### src/rtl/mem_access_pkg.sv
// Shared size codes, store-buffer payload type and lane helpers for the
// data-memory access path.
package mem_access_pkg;

    localparam logic [1:0] SIZE_BYTE = 2'b00;
    localparam logic [1:0] SIZE_HALF = 2'b01;
    localparam logic [1:0] SIZE_WORD = 2'b10;

    localparam int unsigned BE_W   = 4;
    localparam int unsigned DATA_W = 32;

    typedef struct packed {
        logic [BE_W-1:0]   be;
        logic [DATA_W-1:0] din;
    } wb_entry_t;

    function automatic logic [BE_W-1:0] be_of(input logic [1:0] size, input logic [1:0] off);
        case (size)
            SIZE_BYTE: be_of = 4'b0001 << off;
            SIZE_HALF: be_of = off[1] ? 4'b1100 : 4'b0011;
            SIZE_WORD: be_of = 4'b1111;
            default:   be_of = 4'b0000;
        endcase
    endfunction

    function automatic logic misaligned(input logic [1:0] size, input logic [1:0] off);
        case (size)
            SIZE_BYTE: misaligned = 1'b0;
            SIZE_HALF: misaligned = off[0];
            SIZE_WORD: misaligned = (off != 2'b00);
            default:   misaligned = 1'b1;
        endcase
    endfunction

    function automatic logic [DATA_W-1:0] store_lane(input logic [1:0] size, input logic [DATA_W-1:0] wdata);
        case (size)
            SIZE_BYTE: store_lane = {24'b0, wdata[7:0]};
            SIZE_HALF: store_lane = {16'b0, wdata[15:0]};
            default:   store_lane = wdata;
        endcase
    endfunction

    function automatic logic [DATA_W-1:0] load_ext(input logic [DATA_W-1:0] word, input logic [1:0] off,
                                                   input logic [1:0] size, input logic sign);
        logic [DATA_W-1:0] sh;
        sh = word >> {off, 3'b000};
        case (size)
            SIZE_BYTE: load_ext = {{24{sign & sh[7]}}, sh[7:0]};
            SIZE_HALF: load_ext = {{16{sign & sh[15]}}, sh[15:0]};
            default:   load_ext = word;
        endcase
    endfunction

endpackage

### src/rtl/dm_store_buf.sv
// Store buffer FIFO; every slot's valid bit and word address are exposed so
// the controller can detect load-after-store hazards.
module dm_store_buf
    import mem_access_pkg::*;
#(
    parameter int unsigned DEPTH = 4,
    parameter int unsigned AW    = 12
) (
    input  logic                      clk,
    input  logic                      rst_n,
    input  logic                      push,
    input  logic [AW-1:0]             push_addr,
    input  wb_entry_t                 push_data,
    input  logic                      pop,
    output logic [AW-1:0]             head_addr,
    output wb_entry_t                 head_data,
    output logic [DEPTH-1:0]          ent_vld,
    output logic [DEPTH-1:0][AW-1:0]  ent_addr,
    output logic                      full,
    output logic                      empty,
    output logic                      last
);

    localparam int unsigned PW = $clog2(DEPTH);

    logic [PW-1:0] wr_ptr;
    logic [PW-1:0] rd_ptr;
    logic [PW:0]   count;
    wb_entry_t     data_q [DEPTH];

    assign full      = (count == (PW+1)'(DEPTH));
    assign empty     = (count == '0);
    assign last      = (count == (PW+1)'(1));
    assign head_addr = ent_addr[rd_ptr];
    assign head_data = data_q[rd_ptr];

    always_ff @(posedge clk) begin
        if (!rst_n) begin
            wr_ptr  <= '0;
            rd_ptr  <= '0;
            count   <= '0;
            ent_vld <= '0;
        end else begin
            if (push) begin
                ent_vld[wr_ptr] <= 1'b1;
                wr_ptr          <= wr_ptr + 1'b1;
            end
            if (pop) begin
                ent_vld[rd_ptr] <= 1'b0;
                rd_ptr          <= rd_ptr + 1'b1;
            end
            case ({push, pop})
                2'b10:   count <= count + 1'b1;
                2'b01:   count <= count - 1'b1;
                default: count <= count;
            endcase
        end
    end

    always_ff @(posedge clk) begin
        if (push) begin
            ent_addr[wr_ptr] <= push_addr;
            data_q[wr_ptr]   <= push_data;
        end
    end

endmodule

### src/rtl/dm_access_ctrl.sv
// MEM-stage initiator for the data memory: request decode, store buffering,
// load hazard check, fence arbitration and load alignment.
module dm_access_ctrl
    import mem_access_pkg::*;
#(
    parameter int unsigned WB_DEPTH = 4,
    parameter int unsigned AW       = 12
) (
    input  logic          clk,
    input  logic          rst_n,
    input  logic          req_valid,
    output logic          req_ready,
    input  logic          req_we,
    input  logic [1:0]    req_size,
    input  logic          req_sign,
    input  logic [31:0]   req_addr,
    input  logic [31:0]   req_wdata,
    output logic          rsp_valid,
    output logic [31:0]   rsp_rdata,
    output logic          rsp_err,
    input  logic          fence,
    output logic          wb_empty,
    output logic [AW-1:0] dm_addr,
    output logic [3:0]    dm_be,
    output logic [31:0]   dm_din,
    output logic          dm_we,
    input  logic [31:0]   dm_dout
);

    typedef enum logic {ST_RUN, ST_FENCE} state_t;

    state_t                         state;
    logic [AW-1:0]                  req_waddr;
    logic                           misal, hold, hazard;
    logic                           fire, st_acc, ld_acc, err_acc, pop;
    logic                           full, empty, last;
    logic [AW-1:0]                  head_addr;
    wb_entry_t                      head_data, push_data;
    logic [WB_DEPTH-1:0]            ent_vld;
    logic [WB_DEPTH-1:0][AW-1:0]    ent_addr;
    logic                           unused_addr;

    assign unused_addr = ^req_addr[31:AW+2];
    assign req_waddr   = req_addr[AW+1:2];
    assign misal       = misaligned(req_size, req_addr[1:0]);
    assign hold        = !rst_n || fence || (state == ST_FENCE);
    assign push_data   = '{be: be_of(req_size, req_addr[1:0]), din: store_lane(req_size, req_wdata)};

    always_comb begin
        hazard = 1'b0;
        for (int unsigned i = 0; i < WB_DEPTH; i++)
            if (ent_vld[i] && ent_addr[i] == req_waddr)
                hazard = 1'b1;
    end

    // Errors never touch memory so only the fence holds them off; a full
    // buffer blocks loads too, letting the drain keep the port.
    always_comb begin
        req_ready = 1'b0;
        if (!hold) begin
            if (misal)       req_ready = 1'b1;
            else if (req_we) req_ready = !full;
            else             req_ready = !hazard && !full;
        end
    end

    assign fire    = req_valid && req_ready;
    assign st_acc  = fire && req_we && !misal;
    assign ld_acc  = fire && !req_we && !misal;
    assign err_acc = fire && misal;
    assign pop     = rst_n && !empty && !ld_acc;

    assign dm_we    = pop;
    assign dm_addr  = ld_acc ? req_waddr : head_addr;
    assign dm_be    = pop ? head_data.be : '0;
    assign dm_din   = pop ? head_data.din : '0;
    assign wb_empty = !rst_n || empty || (last && pop && !st_acc);

    dm_store_buf #(
        .DEPTH (WB_DEPTH),
        .AW    (AW)
    ) u_buf (
        .clk       (clk),
        .rst_n     (rst_n),
        .push      (st_acc),
        .push_addr (req_waddr),
        .push_data (push_data),
        .pop       (pop),
        .head_addr (head_addr),
        .head_data (head_data),
        .ent_vld   (ent_vld),
        .ent_addr  (ent_addr),
        .full      (full),
        .empty     (empty),
        .last      (last)
    );

    always_ff @(posedge clk) begin
        if (!rst_n) begin
            state     <= ST_RUN;
            rsp_valid <= 1'b0;
            rsp_err   <= 1'b0;
            rsp_rdata <= '0;
        end else begin
            case (state)
                ST_RUN:   if (fence) state <= ST_FENCE;
                ST_FENCE: if (!fence && wb_empty) state <= ST_RUN;
                default:  state <= ST_RUN;
            endcase
            rsp_valid <= ld_acc || err_acc;
            rsp_err   <= err_acc;
            rsp_rdata <= ld_acc ? load_ext(dm_dout, req_addr[1:0], req_size, req_sign) : '0;
        end
    end

endmodule

### config.mk
export PLATFORM = sky130hd
export DESIGN_NAME = dm_access_ctrl
export DESIGN_NICKNAME = d
export VERILOG_FILES = /design/src/rtl/mem_access_pkg.sv /design/src/rtl/dm_store_buf.sv /design/src/rtl/dm_access_ctrl.sv
export SDC_FILE = /design/constraint.sdc
export NUM_CORES = 1
export LEC_CHECK = 0
export BUFFER_PORTS_ARGS = -buffer_cell sky130_fd_sc_hd__buf_2
export CORE_MARGIN = 2
export CORE_UTILIZATION = 25
export DETAILED_ROUTE_END_ITERATION = 10
export GPL_TIMING_DRIVEN = 1
export PLACE_DENSITY_LB_ADDON = 0.3
export SYNTH_ARGS = -nofsm -noshare
export SYNTH_HDL_FRONTEND = slang
export SYNTH_SLANG_ARGS = --single-unit
export TNS_END_PERCENT = 1
### constraint.sdc
create_clock -name clk -period 7.15 [get_ports clk]
set_input_delay 0.715 -clock clk [delete_from_list [all_inputs] [get_ports clk]]
set_output_delay 0.715 -clock clk [all_outputs]
set_load 0.005 [all_outputs]
==> metrics.yaml <==
worst_pin_slew_ns: 0.8771
nets: 966
rsz0062_at_grt: "false"
cp_slowest_stage_delay_ns: 0.61
die_w_um: 208.1
grt_pass1_vias: 6736
critPathBufInv: 4
post_cts_resized: 0
place_ws_ns: 2.997
p_sw_share_pct: 24.98
clkLatencyLatePin_ns: 0.54
end_kind: "primary output"
max-cap-violations: 0
async_reset_ff_share_pct: 0
cts_root_buf: "clkbuf_16"
synthCells: 686
synth_ff_type: "edfxtp_1"
cts.path.max_buffers: 3
total_power_uw: 3354
ant_nets: 0
synth-seq-cells: 240
grt_overflow_total: 0
slew_headroom_pct: 41.45
fill_cells: 4159
core_area_um2: 40920
worst_slack_ns: 3.155
start_util_pct: 25.44
cts_tree: "done"
synth_cell_types: 45
rows: 74
cts_setup_buffers: 0
drt-pass1-iter-count: 4
grt_usage_pct: 12.20
cts_max_level: 1
path_clk_slew_ns: 0.05
cts_made_buffers: 28
pwr-share-seq_pct: 47.5
grt_pass1_wl_mm: 40.54
critPathMaxFanout: 54
first_iter_violations: 220
vias: 6174
ir_drop_v: 0.0001525
power.internal_uw: 2516
setup_viol: 0
outcome: "finished, final reports clean"
p_sw_uw: 837.7
fin_util_pct: 30.66
hold_class: "input pin to flip-flop"
seq_area_frac_synth_pct: 64.61
cts.hold.buffers_added: 0
critPathTopFamily: "buffers and inverters"
slew_violations: 0
io_buffers: 170
diodes: 0
synth_nets: 803
drive_gt1_share_pct: 33.83
min_period_ns: 3.995
drcViolationCount: 0
yosysTopAreaCellShare_pct: 55.38
syn_area_per_cell_um2: 15.18
finalCritPeriodShare_pct: 55.87
finalHoldViolCount: 0
path_class: "input pin to primary output"
synth_largest_area_cell: "edfxtp_1"
synthTopCellsByArea: "edfxtp_1 (55%), mux4_2 (10%), dfxtp_1 (9.2%)"
antenna_found_initial: 3
clock_power_share_pct: 37.5
crit_slowest_cell: "a21oi_4"
clkSinkCount: 240
area_delta_synth_final_pct: 20.53
viasPerCell: 4.407
synth.most_common_cell: "edfxtp_1"
yosys-top-cells-count: "edfxtp_1 (192), and2_1 (57), a21oi_1 (53)"
dpl-instance-area_um2: 11750
fin_area_um2: 12550
yosys_warnings: 0
post_drt_wl_per_cell_um: 18.81
routed_wl_mm: 26.36
comb_power_share_pct: 14.9
dieArea_um2: 43290
fmax_mhz: 250.3
dp_hpwl_mm: 17.10
synth_edf_count: 192
grt_max_degree: 55
startpoint_type: "input pin"
path_cells: "buf_2, buf_4, o21a_1, o22ai_1, and3_1, a21oi_4, buf_4, and2_1, buf_2"
place_congestion: 0.7984
die_y_um: 208.1
finClkSkew_ns: 0.007732
critPathArrivalTime_ns: 3.28
ios: 189
leakage_uw: 0.004437
syn_area_um2: 10410
cp.required_ns: 6.43
p_per_area_nw_per_um2: 267.3
setup_tns_ns: 0
per-stage QoR:
step           std cells  hold slack [ns]
2_1_floorplan        686           0.4651
3_3_place_gp        1351           0.4767
3_5_place_dp        1351           0.4900
4_1_cts             1401           0.3534
5_1_grt             1401           0.3662
6_report            1401           0.3902
area by class of cell:
class	instances	area, µm²	area share [%]
multi-input cells	386	3374	26.89
well taps	532	665.6	5.305
repair buffers	180	925.9	7.379
clock inverters	12	63.81	0.5085
flip-flops and latches	240	6731	53.64
inverters	13	48.80	0.3889
clock buffers	38	738.2	5.883
flip-flops by register name, summed over array words and instances (netlist names), named ones only:
register,count
rsp_valid,1
rsp_rdata,32
rsp_err,1
u_buf.count,3
u_buf.ent_vld,4
u_buf.ent_addr,48
state,1
u_buf.rd_ptr,2
u_buf.data_q,144
u_buf.wr_ptr,2
cell usage in the layout, fill, tap and decap left out, types with 2 or more instances in the layout:
cell / Yosys / final
xor2_1: 2 / 2
a22oi_1: 15 / 15
nor2b_1: 10 / 10
edfxtp_1: 192 / 192
a21oi_1: 53 / 53
nand4_1: 9 / 9
xnor2_1: 49 / 49
and2_1: 57 / 53
clkbuf_16: 0 / 28
clkbuf_1: 18 / 10
inv_1: 13 / 13
mux2i_1: 5 / 5
clkinv_2: 0 / 5
buf_4: 13 / 10
mux4_2: 48 / 48
mux2_2: 16 / 16
nand3_1: 5 / 5
o21ai_0: 4 / 4
clkinv_1: 0 / 6
nand4b_1: 2 / 2
nand2_1: 29 / 29
a21o_1: 2 / 2
dfxtp_1: 48 / 46
nor3_1: 2 / 2
ha_1: 13 / 13
and2_2: 0 / 4
nor4_1: 4 / 4
nor2_1: 37 / 37
buf_2: 7 / 170
mux2_4: 4 / 4
a211oi_1: 5 / 5
worst paths after layout:
kind	start	to	slack (ns)	cells past startpoint
worst max-delay path	req_size[1]	dm_din[24]	3.16	9
worst min register to register	state$_SDFF_PN0_	state$_SDFF_PN0_	0.51	2
worst max register to register	u_buf.ent_addr[18]$_DFFE_PP_	u_buf.count[2]$_SDFFE_PN0P_	3.86	9
worst min-delay path	req_wdata[1]	u_buf.data_q[0][1]$_DFFE_PP_	0.39	1
worst reg2reg max path: stages (launching register included):
cell and delay, ns:
edfxtp_1 0.40, xnor2_1 0.24, nand4_1 0.18, nor4_1 0.47, nor4_4 0.13, a21oi_4 0.61, buf_4 0.37, ha_1 0.32
or3_1 0.36, a21oi_1 0.13
power groups by stage:
stage          registers (µW)  logic, µW  clock network, µW
2_1_floorplan            1560        386                  0
3_3_place_gp             1630        514                  0
3_5_place_dp             1630        517                  0
4_1_cts                  1600        520               1310
5_1_grt                  1610        560               1360
6_report                 1590        501               1260
per-layer routing:
layer,vias up,track usage [%],part of all wire (%)
met5,-,0,0.061
met3,43,3.125,7.1
met4,2,3.986,2.5
met1,3055,15.42,42
met2,191,20.39,48
li1,2883,-,-
cell families after synthesis:
kind of cell             synth area share (%)
AO/OA/AOI/OAI                           4.939
multiplexers                            13.17
flip-flops                              64.61
AND/OR/NAND/NOR                         8.400
buffers and inverters                   3.028
adder cells (fa/ha/maj)                 1.562
XOR/XNOR                                4.290
Note: power is estimated with default switching activity, not from simulation.
